**src/rtl/ps2_codes_pkg.sv**
```systemverilog
`default_nettype none
// ============================================================================
// Module   : ps2_codes_pkg
// Brief    : PS/2 scan codes and receiver state encoding for the arrow decoder.
// Revision : 1.0
// ============================================================================
package ps2_codes_pkg;

  localparam logic [7:0] SC_EXT   = 8'hE0;
  localparam logic [7:0] SC_BREAK = 8'hF0;
  localparam logic [7:0] SC_UP    = 8'h75;
  localparam logic [7:0] SC_DOWN  = 8'h72;
  localparam logic [7:0] SC_LEFT  = 8'h6B;
  localparam logic [7:0] SC_RIGHT = 8'h74;
  localparam logic [7:0] SC_BAT   = 8'hAA;

  typedef enum logic [1:0] {
    RX_IDLE   = 2'd0,
    RX_DATA   = 2'd1,
    RX_PARITY = 2'd2,
    RX_STOP   = 2'd3
  } rx_state_t;

  // PS/2 uses odd parity: data bits plus parity bit carry an odd number of ones.
  function automatic logic odd_parity_ok(input logic [7:0] data, input logic par);
    return ^{data, par};
  endfunction

endpackage
`default_nettype wire

```
**src/rtl/ps2_rx.sv**
```systemverilog
`default_nettype none
// ============================================================================
// Module   : ps2_rx
// Brief    : PS/2 frame receiver with synchronisers, clock glitch filter and
//            inter-edge watchdog.
// Revision : 1.0
// ============================================================================
module ps2_rx
  import ps2_codes_pkg::*;
#(
  parameter int FILTER_LEN     = 8,
  parameter int TIMEOUT_CYCLES = 20000
) (
  input  logic       clk,
  input  logic       rst,
  input  logic       i_ps2_clk,
  input  logic       i_ps2_data,
  output logic [7:0] o_byte,
  output logic       o_byte_valid,
  output logic       o_frame_error
);

  localparam int                c_WDOG_W    = $clog2(TIMEOUT_CYCLES + 1);
  localparam logic [c_WDOG_W-1:0] c_WDOG_LAST = c_WDOG_W'(TIMEOUT_CYCLES - 1);

  logic                  r_clk_s1, r_clk_s2;
  logic                  r_dat_s1, r_dat_s2;
  logic [FILTER_LEN-2:0] r_hist;
  logic                  r_fclk;
  logic                  r_fall;
  rx_state_t             r_state;
  logic [7:0]            r_shift;
  logic [2:0]            r_bit_cnt;
  logic                  r_par;
  logic [c_WDOG_W-1:0]   r_wdog;
  logic                  r_byte_valid;
  logic                  r_frame_error;

  logic [FILTER_LEN-1:0] w_win;
  logic                  w_all_low, w_all_high;
  rx_state_t             w_state_next;
  logic                  w_shift_en, w_par_en;
  logic                  w_valid_next, w_err_next;
  logic                  w_wdog_expired;

  // The window includes the sample arriving this clock, so the filtered level
  // and its fall strobe register together on the FILTER_LEN-th equal sample.
  assign w_win      = {r_hist, r_clk_s2};
  assign w_all_low  = ~|w_win;
  assign w_all_high = &w_win;

  always_ff @(posedge clk or posedge rst) begin
    if (rst) begin
      r_clk_s1 <= 1'b1;
      r_clk_s2 <= 1'b1;
      r_dat_s1 <= 1'b1;
      r_dat_s2 <= 1'b1;
      r_hist   <= '1;
      r_fclk   <= 1'b1;
      r_fall   <= 1'b0;
    end else begin
      r_clk_s1 <= i_ps2_clk;
      r_clk_s2 <= r_clk_s1;
      r_dat_s1 <= i_ps2_data;
      r_dat_s2 <= r_dat_s1;
      r_hist   <= w_win[FILTER_LEN-2:0];
      r_fall   <= r_fclk & w_all_low;
      if (w_all_low) begin
        r_fclk <= 1'b0;
      end else if (w_all_high) begin
        r_fclk <= 1'b1;
      end
    end
  end

  always_ff @(posedge clk or posedge rst) begin
    if (rst) begin
      r_state <= RX_IDLE;
    end else begin
      r_state <= w_state_next;
    end
  end

  always_comb begin
    w_state_next   = r_state;
    w_shift_en     = 1'b0;
    w_par_en       = 1'b0;
    w_valid_next   = 1'b0;
    w_err_next     = 1'b0;
    w_wdog_expired = (r_state != RX_IDLE) && !r_fall && (r_wdog == c_WDOG_LAST);
    case (r_state)
      RX_IDLE: begin
        if (r_fall && !r_dat_s2) begin
          w_state_next = RX_DATA;
        end
      end
      RX_DATA: begin
        if (r_fall) begin
          w_shift_en = 1'b1;
          if (r_bit_cnt == 3'd7) begin
            w_state_next = RX_PARITY;
          end
        end
      end
      RX_PARITY: begin
        if (r_fall) begin
          w_par_en     = 1'b1;
          w_state_next = RX_STOP;
        end
      end
      RX_STOP: begin
        if (r_fall) begin
          w_state_next = RX_IDLE;
          if (odd_parity_ok(r_shift, r_par) && r_dat_s2) begin
            w_valid_next = 1'b1;
          end else begin
            w_err_next = 1'b1;
          end
        end
      end
      default: w_state_next = RX_IDLE;
    endcase
    if (w_wdog_expired) begin
      w_state_next = RX_IDLE;
      w_shift_en   = 1'b0;
      w_par_en     = 1'b0;
      w_err_next   = 1'b1;
    end
  end

  always_ff @(posedge clk or posedge rst) begin
    if (rst) begin
      r_shift       <= 8'h00;
      r_bit_cnt     <= 3'd0;
      r_par         <= 1'b0;
      r_wdog        <= '0;
      r_byte_valid  <= 1'b0;
      r_frame_error <= 1'b0;
    end else begin
      r_byte_valid  <= w_valid_next;
      r_frame_error <= w_err_next;
      if (r_state == RX_IDLE) begin
        r_bit_cnt <= 3'd0;
      end else if (w_shift_en) begin
        r_bit_cnt <= r_bit_cnt + 3'd1;
      end
      if (w_shift_en) begin
        r_shift <= {r_dat_s2, r_shift[7:1]};
      end
      if (w_par_en) begin
        r_par <= r_dat_s2;
      end
      if ((r_state == RX_IDLE) || r_fall || w_wdog_expired) begin
        r_wdog <= '0;
      end else begin
        r_wdog <= r_wdog + c_WDOG_W'(1);
      end
    end
  end

  assign o_byte        = r_shift;
  assign o_byte_valid  = r_byte_valid;
  assign o_frame_error = r_frame_error;

endmodule
`default_nettype wire

```
**src/rtl/ps2_arrow_decoder.sv**
```systemverilog
`default_nettype none
// ============================================================================
// Module   : ps2_arrow_decoder
// Brief    : PS/2 keyboard to held arrow-key levels (make/break decoder).
// Revision : 1.0
// ============================================================================
module ps2_arrow_decoder
  import ps2_codes_pkg::*;
#(
  parameter int FILTER_LEN     = 8,
  parameter int TIMEOUT_CYCLES = 20000
) (
  input  logic clock,
  input  logic reset,
  input  logic ps2_clk,
  input  logic ps2_data,
  output logic kup,
  output logic kdown,
  output logic kleft,
  output logic kright,
  output logic frame_error
);

  logic [7:0] w_byte;
  logic       w_byte_valid;
  logic       w_frame_error;

  logic       r_ext, r_brk;
  logic       r_kup, r_kdown, r_kleft, r_kright;

  ps2_rx #(
    .FILTER_LEN     (FILTER_LEN),
    .TIMEOUT_CYCLES (TIMEOUT_CYCLES)
  ) u_rx (
    .clk           (clock),
    .rst           (reset),
    .i_ps2_clk     (ps2_clk),
    .i_ps2_data    (ps2_data),
    .o_byte        (w_byte),
    .o_byte_valid  (w_byte_valid),
    .o_frame_error (w_frame_error)
  );

  always_ff @(posedge clock or posedge reset) begin
    if (reset) begin
      r_ext    <= 1'b0;
      r_brk    <= 1'b0;
      r_kup    <= 1'b0;
      r_kdown  <= 1'b0;
      r_kleft  <= 1'b0;
      r_kright <= 1'b0;
    end else if (w_frame_error) begin
      r_ext <= 1'b0;
      r_brk <= 1'b0;
    end else if (w_byte_valid) begin
      if (w_byte == SC_EXT) begin
        r_ext <= 1'b1;
      end else if (w_byte == SC_BREAK) begin
        r_brk <= 1'b1;
      end else begin
        // Any final code ends the prefix sequence, recognised or not.
        r_ext <= 1'b0;
        r_brk <= 1'b0;
        if (r_ext) begin
          case (w_byte)
            SC_UP:    r_kup    <= ~r_brk;
            SC_DOWN:  r_kdown  <= ~r_brk;
            SC_LEFT:  r_kleft  <= ~r_brk;
            SC_RIGHT: r_kright <= ~r_brk;
            default:  ;
          endcase
        end else if (w_byte == SC_BAT) begin
          r_kup    <= 1'b0;
          r_kdown  <= 1'b0;
          r_kleft  <= 1'b0;
          r_kright <= 1'b0;
        end
      end
    end
  end

  assign kup         = r_kup;
  assign kdown       = r_kdown;
  assign kleft       = r_kleft;
  assign kright      = r_kright;
  assign frame_error = w_frame_error;

endmodule
`default_nettype wire

```
**config.mk**
```make
export PLATFORM = sky130hd
export DESIGN_NAME = ps2_arrow_decoder
export DESIGN_NICKNAME = d
export VERILOG_FILES = /design/src/rtl/ps2_codes_pkg.sv /design/src/rtl/ps2_rx.sv /design/src/rtl/ps2_arrow_decoder.sv
export SDC_FILE = /design/constraint.sdc
export NUM_CORES = 1
export LEC_CHECK = 0
export ABC_AREA = 1
export BUFFER_PORTS_ARGS = -buffer_cell sky130_fd_sc_hd__buf_2
export CAP_MARGIN = 20
export CORE_UTILIZATION = 40
export CTS_CLUSTER_SIZE = 30
export DETAILED_ROUTE_END_ITERATION = 12
export PLACE_DENSITY = 0.53
export SYNTH_ARGS = -nofsm -noshare
export SYNTH_HDL_FRONTEND = slang
export SYNTH_HIERARCHICAL = 1
export SYNTH_SLANG_ARGS = --single-unit
```
**constraint.sdc**
```tcl
create_clock -name clock -period 1.65 [get_ports clock]
set_input_delay 0.2475 -clock clock [delete_from_list [all_inputs] [get_ports clock]]
set_output_delay 0.2475 -clock clock [all_outputs]
set_load 0.02 [all_outputs]
```
# Word-level counts from Yosys, hierarchy flattened
# Index checks and enable logic that the tools add are counted.
classes:
  n_reduce_logical: 24
  bitwise_logic: 5
  add_sub_neg: 2
  mux: 41
  n_eq_ne: 24
op_table:
  columns: ["cell", "count"]
  rows:
  - ["8-bit by 7-bit equality test with 1-bit output (second input constant)", 4]
  - ["1-bit two-way mux", 31]
  - ["8-bit equality test (second input constant)", 3]
  - ["6-bit AND reduction", 4]
  - ["15-bit by 1-bit adder with 15-bit output (second input constant)", 1]
  - ["15-bit equality test (second input constant)", 1]
  - ["15-bit two-way mux", 1]
  - ["3-bit by 1-bit inequality test with 1-bit output (second input constant)", 5]
  - ["2-bit two-way mux", 6]
  - ["2-bit by 1-bit inequality test with 1-bit output (second input constant)", 6]
  - ["9-bit XOR reduction", 1]
  - ["2-bit one-hot mux with 4 select lines", 1]
  - ["8-bit AND reduction", 1]
  - ["2-bit nonzero test", 4]
  - ["8-bit OR reduction", 1]
  - ["3-bit two-way mux", 2]
  - ["5-bit AND reduction", 1]
  - ["2-bit equality test (second input constant)", 2]
  - ["1-bit logical AND", 4]
  - ["1-bit NOT", 4]
  - ["2-bit AND reduction", 2]
  - ["3-bit by 1-bit adder with 3-bit output (second input constant)", 1]
  - ["3-bit equality test (second input constant)", 1]
  - ["1-bit logical NOT", 3]
  - ["5 further kinds", 6]
word_totals:
  elab_cells: 116
  out_inout_bits: 5
  ff_bits: 50
  in_bits: 4

# Depth between registers and ports, before layout
# Gate-level depths: netlist of the first run.
depth:
  ltp_word: 6
  ltp_mapped: 10
  ltp_nobuf: 10

# Modules after synthesis
# The synthesis of the first run kept the hierarchy.
modules_own_cells:
  columns: ["mod", "cells_each", "seq_area_each_um2", "instances", "area_each_um2"]
  rows:
  - ["ps2_rx", 244, 1116.1, 1, 2158.3]
  - ["ps2_arrow_decoder", 87, 150.1, 1, 508.0]

# Worst setup path before layout of the first run
# Ideal clock, no wire load.
synth_timing:
  kind: "register -> register"
  from: "register u_rx.r_state[0]"
  to: "register u_rx.r_state[0]"
  required_time_ns: 1.533
  slack_ns: 0.256
  setup_time_ns: 0.117
  synth_period_minus_slack_ns: 1.394
  arrival_time_ns: 1.277
  stages_incl_launch_ff: 9
  path_cell_list: "dfrtp_1 > inv_1 > ha_1 > nor2_1 > nand4_1 > nand2_1 > nand2_1 > nand2_1 > nand2_1"
synth_via:
  elab_chain_cells: 5
synth_lines:
  columns: ["element", "line", "text"]
  rows:
  - ["start, declared", "ps2_rx.sv:31", "rx_state_t r_state;"]
  - ["start signal, assigned", "ps2_rx.sv:80", "r_state <= w_state_next;"]
  - ["2-bit nonzero test", "ps2_rx.sv:90", "w_wdog_expired = (r_state != RX_IDLE) && !r_fall && (r_wdog == c_WDOG_LAST);"]
  - ["1-bit logical AND (2 in a row)", "ps2_rx.sv:90", null]
  - ["3-bit by 1-bit inequality test with 1-bit output (no source line)", null, null]
  - ["5-bit AND reduction (no source line)", null, null]
# Parallel ways exist; a longest one is shown, timed or not.
# A chain may end at the register's enable or synchronous reset.

# Final worst setup path of the first run
layout_timing:
  from: "register u_rx.r_wdog[0]"
  to: "register u_rx.r_wdog[10]"
layout_via:
  elab_chain_cells: 4
layout_lines:
  columns: ["element", "line", "text"]
  rows:
  - ["start, declared", "ps2_rx.sv:35", "logic [c_WDOG_W-1:0] r_wdog;"]
  - ["start signal, assigned", "ps2_rx.sv:156", "r_wdog <= r_wdog + c_WDOG_W'(1);"]
  - ["branches (longest 3 deep; another with 15-bit by 1-bit adder with 15-bit output)", null, null]
  - ["15-bit two-way mux *", "ps2_rx.sv:153", "if ((r_state == RX_IDLE) || r_fall || w_wdog_expired) begin"]
# Every way passes the cells marked *.

==> results of run 1 <==
==> routing by layer <==
layer	GRT usage [%]	vias up	part of all wire (%)	routed length [µm]
met5	0	-	0	0
met1	19.5	900	51	2330
li1	-	1072	-	-
met2	25.6	13	46	2130
met4	4.16	0	1.0	48
met3	3.56	4	2.2	100
==> metrics by stage <==
stage	utilization (%)	cells	setup WS, ns	power, mW
after global placement	44.2	417	0.131	1.93
after floorplan	-	331	0.256	1.83
final	46.9	428	0.151	2.87
after detailed placement	44.2	417	0.0433	1.93
after global routing	46.9	428	0.00808	3.08
after CTS	46.4	426	0.0167	2.86
==> cells in the mapped netlist (4+ instances only) <==
cell,number
ha_1,7
nand3_1,17
a21oi_1,5
nand4_1,9
nor3_1,4
dfstp_2,12
o21ai_0,11
nor2_2,5
xor2_1,6
nand2_2,4
nand2_1,97
dfrtp_1,38
nand3_2,4
inv_1,49
nor2_1,37
==> timing repair <==
action / in CTS / in global routing
buffers inserted: 0 / 2
hold endpoints to repair: 38 / 0
resized for setup: 0 / 5
hold buffers: 1 / 0
setup endpoints to repair: 0 / 13
==> cells by family (layout without fill, tap and decap cells) <==
logic type	after synthesis	count (layout)	synth area share, %
buffers and inverters	53	73	7.79
AO/OA/AOI/OAI	25	25	5.87
flip-flops	50	50	47.5
AND/OR/NAND/NOR	188	188	32.9
adder cells (fa/ha/maj)	7	7	3.28
XOR/XNOR	8	8	2.63
==> critical path, cell delays in order, from the launching register on <==
cell,delay [ns]
dfrtp_1,0.38
ha_2,0.21
nand3_2,0.13
nor2_4,0.15
nand3_4,0.10
nor2_4,0.12
nand2_2,0.08
xor2_1,0.18
nor2_2,0.04
==> state kept, by name, summed over array words and instances, names as in the netlist, 2 cells and up <==
register / cells
u_rx/o_byte: 8
u_rx/r_bit_cnt: 3
u_rx/r_hist: 7
u_rx/r_state: 2
u_rx/r_wdog: 15
==> power by group <==
group / leakage, nW / internal (mW) / switching, mW
combinational: 0.685 / 0.245 / 0.351
clock: 0.0647 / 0.486 / 0.425
sequential: 0.651 / 1.31 / 0.0516
total: 1.40 / 2.04 / 0.828
==> final cells by class <==
cell class / count / area, µm²
Inverter: 50 / 188
Clock buffer: 7 / 119
Multi-Input combinational cell: 228 / 1210
Fill cell: 630 / 3390
Sequential cell: 50 / 1270
Tap cell: 77 / 96.3
Clock inverter: 1 / 8.76
Timing Repair Buffer: 15 / 108
==> final timing paths <==
path | startpoint | slack, ns | to
max | u_rx/r_wdog[0] | 0.15 | u_rx/r_wdog[10]
min | ps2_clk | 0.03 | u_rx/r_clk_s1
max reg2reg | u_rx/r_wdog[0] | 0.15 | u_rx/r_wdog[10]
min reg2reg | u_rx/r_dat_s1 | 0.35 | u_rx/r_dat_s2
max in group asynchronous | reset | 0.85 | u_rx/r_hist[4]
min in group asynchronous | reset | 0.41 | kleft
==> flow_metrics.env, run 1 <==
export IMPL_outcome="complete, no violations"
export IMPL_antenna_found_initial=0
export IMPL_firstDrtPassIters=4
export IMPL_core_mm2=0.00639
export IMPL_rsz0062_at_grt="no"
export IMPL_clkTransAtPathRegs_ns=0.09
export IMPL_cts_tree="done"
export IMPL_hold_viol_final=0
export IMPL_period_needed_ns=1.50
export IMPL_synth_edff_count=0
export IMPL_maxCapViolCount=0
export IMPL_synth_area_mm2=0.00267
export IMPL_ys_seq_elements=50
export IMPL_drcViolationCount=0
export IMPL_setup_viol=0
export IMPL_synthCells=331
export IMPL_worstSetupStartpointType="register"
export IMPL_yosys_top_cells_area="dfrtp_1 (36%), nand2_1 (14%), dfstp_2 (12%)"
export IMPL_maxSlewViolCount=0
export IMPL_ys_flop_type="dfrtp_1"
export IMPL_worstMarginPinSlew_ns=0.281
export IMPL_fin_crit_sh_pct=90.8
export IMPL_cp_max_fo=4
export IMPL_nNetsFinal=361
export IMPL_yosysWarnings=6
export IMPL_synth_top_area_share_pct=35.7
export IMPL_irDropWorstVdd_uv=588
export IMPL_slew_headroom_pct=81.2
export IMPL_dpl_cell_area_mm2=0.00283
export IMPL_initial_core_util_pct=41.8
export IMPL_port_buffers=8
export IMPL_rows=29
export IMPL_grt_pass1_vias=2000
export IMPL_clock_skew_ns=0.0113
export IMPL_cts_buffers=5
export IMPL_cellPowerDensity_mw_per_mm2=958
export IMPL_grt_max_degree=45
export IMPL_wire_per_inst_um=10.8
export IMPL_dieArea_mm2=0.00700
export IMPL_worstPathArrival_ns=1.70
export IMPL_drive_above_1_share_pct=17.9
export IMPL_reg2reg_depth=8
export IMPL_clockBufferDepth=2
export IMPL_cts_htree_levels=2
export IMPL_grt_pass1_wl_um=8650
export IMPL_synthArstFlopShare_pct=100
export IMPL_timing_hold_ws_ns=0.0287
export IMPL_cp_required_ns=1.85
export IMPL_final_cell_mix="nand2_1 (97), inv_1 (48), dfrtp_1 (38), nor2_1 (36), nand3_1 (17)"
export IMPL_p_leak_nw=1.40
export IMPL_ant_nets=0
export IMPL_die_x_um=83.6
export IMPL_final_common_cell="nand2_1"
export IMPL_clk_latency_ns=0.31
export IMPL_hold_class="primary input to register"
export IMPL_final_area_mm2=0.00300
export IMPL_syn2layout_area_growth_pct=12.4
export IMPL_gp_congestion=0.752
export IMPL_initialDrtViolationCount=37
export IMPL_synth_avg_cell_area_um2=8.06
export IMPL_num_vias=1989
export IMPL_max_freq_mhz=667
export IMPL_endpoint_kind="register"
export IMPL_cts_sinks=50
export IMPL_io_pin_count=9
export IMPL_seq_area_frac_synth_pct=47.5
export IMPL_hold_path_depth=1
export IMPL_grt_remaining_overflow=0
export IMPL_grt_usage_pct=15.2
export IMPL_wl_um=4610
export IMPL_synthesis_nets=342
export IMPL_routed_via_density=4.65
export IMPL_setup_tns_ns=0
export IMPL_die_h_um=83.6
export IMPL_diodes=0
export IMPL_clockRootBuffer="clkbuf_8"
export IMPL_critPathKind="register to register"
export IMPL_yosys_area_top_type="dfrtp_1"
export IMPL_post_synth_num_cell_types=34
export IMPL_dp_hpwl_um=3430
Power figures use the tool's default switching activity.
==> inputs of run 2 (changes only) <==
==> constraint.sdc (replaced) <==
create_clock -name clock -period 1.5 [get_ports clock]
set_input_delay 0.225 -clock clock [delete_from_list [all_inputs] [get_ports clock]]
set_output_delay 0.225 -clock clock [all_outputs]
set_load 0.02 [all_outputs]
==> flow_metrics.env, run 2 (same netlist as run 1, synthesis figures left out) <==
export IMPL_cp_slowest_cell="dfrtp_1"
export IMPL_firstDrtPassIters=4
export IMPL_initialDrtViolationCount=60
export IMPL_clockBufferDepth=2
export IMPL_startpoint="u_rx/r_wdog[0]"
export IMPL_fin_crit_sh_pct=95.9
export IMPL_clock_skew_ns=0.00814
export IMPL_n_fill_cell=632
export IMPL_timing_hold_ws_ns=0.354
export IMPL_dieArea_mm2=0.00700
export IMPL_grt_pass1_wl_um=8830
export IMPL_setup_tns_ns=0
export IMPL_final_cell_mix="nand2_1 (97), inv_1 (48), nor2_1 (36), dfrtp_1 (36), nand3_1 (17)"
export IMPL_gp_congestion=0.778
export IMPL_cp_required_ns=1.71
export IMPL_maxSlewViolCount=0
export IMPL_die_x_um=83.6
export IMPL_cellPowerDensity_mw_per_mm2=1030
export IMPL_dp_worst_setup_slack_ns=0.000775
export IMPL_endpoint_kind="register"
export IMPL_outcome="complete, no violations"
export IMPL_hold_class="register to register"
export IMPL_finalPower_mw=3.20
export IMPL_seq_area_mm2=0.00127
export IMPL_io_pin_count=9
export IMPL_crit_path_end="u_rx/r_wdog[12]"
export IMPL_worst_slack_ns=0.0608
export IMPL_reg2reg_depth=8
export IMPL_largest_reg_flops=15
export IMPL_largest_register="u_rx/r_wdog"
export IMPL_cts_tree="done"
export IMPL_syn2layout_area_growth_pct=16.5
export IMPL_grt_max_degree=45
export IMPL_max_freq_mhz=695
export IMPL_diodes=0
export IMPL_hold_viol_final=0
export IMPL_grt_remaining_overflow=0
export IMPL_worstMarginPinSlew_ns=0.280
export IMPL_die_h_um=83.6
export IMPL_period_needed_ns=1.44
export IMPL_dp_cells=424
export IMPL_final_common_cell="nand2_1"
export IMPL_drive_above_1_share_pct=21.4
export IMPL_cts_htree_levels=2
export IMPL_drcViolationCount=0
export IMPL_p_leak_nw=1.46
export IMPL_port_buffers=8
export IMPL_cts_sinks=50
export IMPL_crit_chain="ha_4, nand3_4, nor2_4, nand3_4, nor2_4, nand2_4, o21bai_1, nor2_1"
export IMPL_irDropWorstVdd_uv=617
export IMPL_dp_hpwl_um=3460
export IMPL_maxCapViolCount=0
export IMPL_ant_nets=0
export IMPL_clk_latency_ns=0.32
export IMPL_critPathKind="register to register"
export IMPL_nNetsFinal=374
export IMPL_finalNonFillerCells=441
export IMPL_routed_via_density=4.68
export IMPL_initial_core_util_pct=41.8
export IMPL_timing_rr_start="u_rx/r_wdog[0]"
export IMPL_wl_um=4770
export IMPL_grt_pass1_vias=2040
export IMPL_slew_headroom_pct=81.3
export IMPL_reg2reg_slack_ns=0.06
export IMPL_slowest_delay_ns=0.42
export IMPL_cp_max_fo=4
export IMPL_cts_buffers=5
export IMPL_rsz0062_at_grt="yes"
export IMPL_worstSetupStartpointType="register"
export IMPL_rows=29
export IMPL_setup_viol=0
export IMPL_clockRootBuffer="clkbuf_8"
export IMPL_multi_input_area_mm2=0.00124
export IMPL_grt_usage_pct=15.5
export IMPL_antenna_found_initial=0
export IMPL_num_vias=2064
export IMPL_r2r_end="u_rx/r_wdog[12]"
export IMPL_clkTransAtPathRegs_ns=0.10
export IMPL_wire_per_inst_um=10.8
export IMPL_core_mm2=0.00639
export IMPL_worstPathArrival_ns=1.65
run 2: cell count changes in the layout (fill, tap and decap cells not counted), sizes merged:
cell,before,now
dlygate4sd3,1,3
buf,14,25
clkbuf,7,5
inv,49,51
run 2: area by class of cell:
class	count	area share, %
inverters	50	6.04
multi-input cells	228	40.1
clock buffers	5	2.22
clock inverters	3	0.927
well taps	77	3.10
repair buffers	28	6.77
flip-flops and latches	50	40.9
run 2: per-stage QoR:
| stage | instance area (µm²) | util [%] |
|---|---|---|
| floorplan | 2670 | - |
| global placement | 2880 | 45.1 |
| detailed placement | 2880 | 45.1 |
| CTS | 3010 | 47.2 |
| global route | 3110 | 48.6 |
| finish | 3110 | 48.6 |
run 2: worst min-delay path by stage:
stage / startpoint / endpoint / slack (ns) / depth (start not counted)
2_1_floorplan: reset / kdown / 0.02 / 1
3_3_place_gp: reset / kup / 0.17 / 2
4_1_cts: u_rx/r_dat_s1 / u_rx/r_dat_s2 / 0.36 / 0
6_report: u_rx/r_dat_s1 / u_rx/r_dat_s2 / 0.35 / 0
3_5_place_dp: reset / r_ext / 0.16 / 2
5_1_grt: u_rx/r_dat_s1 / u_rx/r_dat_s2 / 0.37 / 0
run 2: metal layers:
metal	GRT usage, %	vias to the layer above	wire length (µm)
li1	-	1092	-
met1	20.0	954	2360
met2	25.6	12	2230
met3	3.36	6	99
met4	5.08	0	72
met5	0	-	0
run 2: where the power goes:
| part | internal [mW] | switching, mW | total [mW] |
|---|---|---|---|
| clock | 0.350 | 0.505 | 0.854 |
| combinational | 0.398 | 0.425 | 0.823 |
| sequential | 1.44 | 0.0778 | 1.52 |
run 2: timing repair:
item                                   CTS  global route
gates cloned                             0             0
hold buffers                             3             0
gates resized for setup                  0            13
buffers inserted                         1             5
setup endpoints to repair                2            19
endpoints found under the hold margin   40             0
pin swaps                                1             5
run 2: critical path: cells and delay by family (launching register included):
| kind | cells | cell delay [ns] |
|---|---|---|
| AND/OR/NAND/NOR | 6 | 0.61 |
| flip-flops | 1 | 0.42 |
| adder cells (fa/ha/maj) | 1 | 0.17 |
| AO/OA/AOI/OAI | 1 | 0.14 |
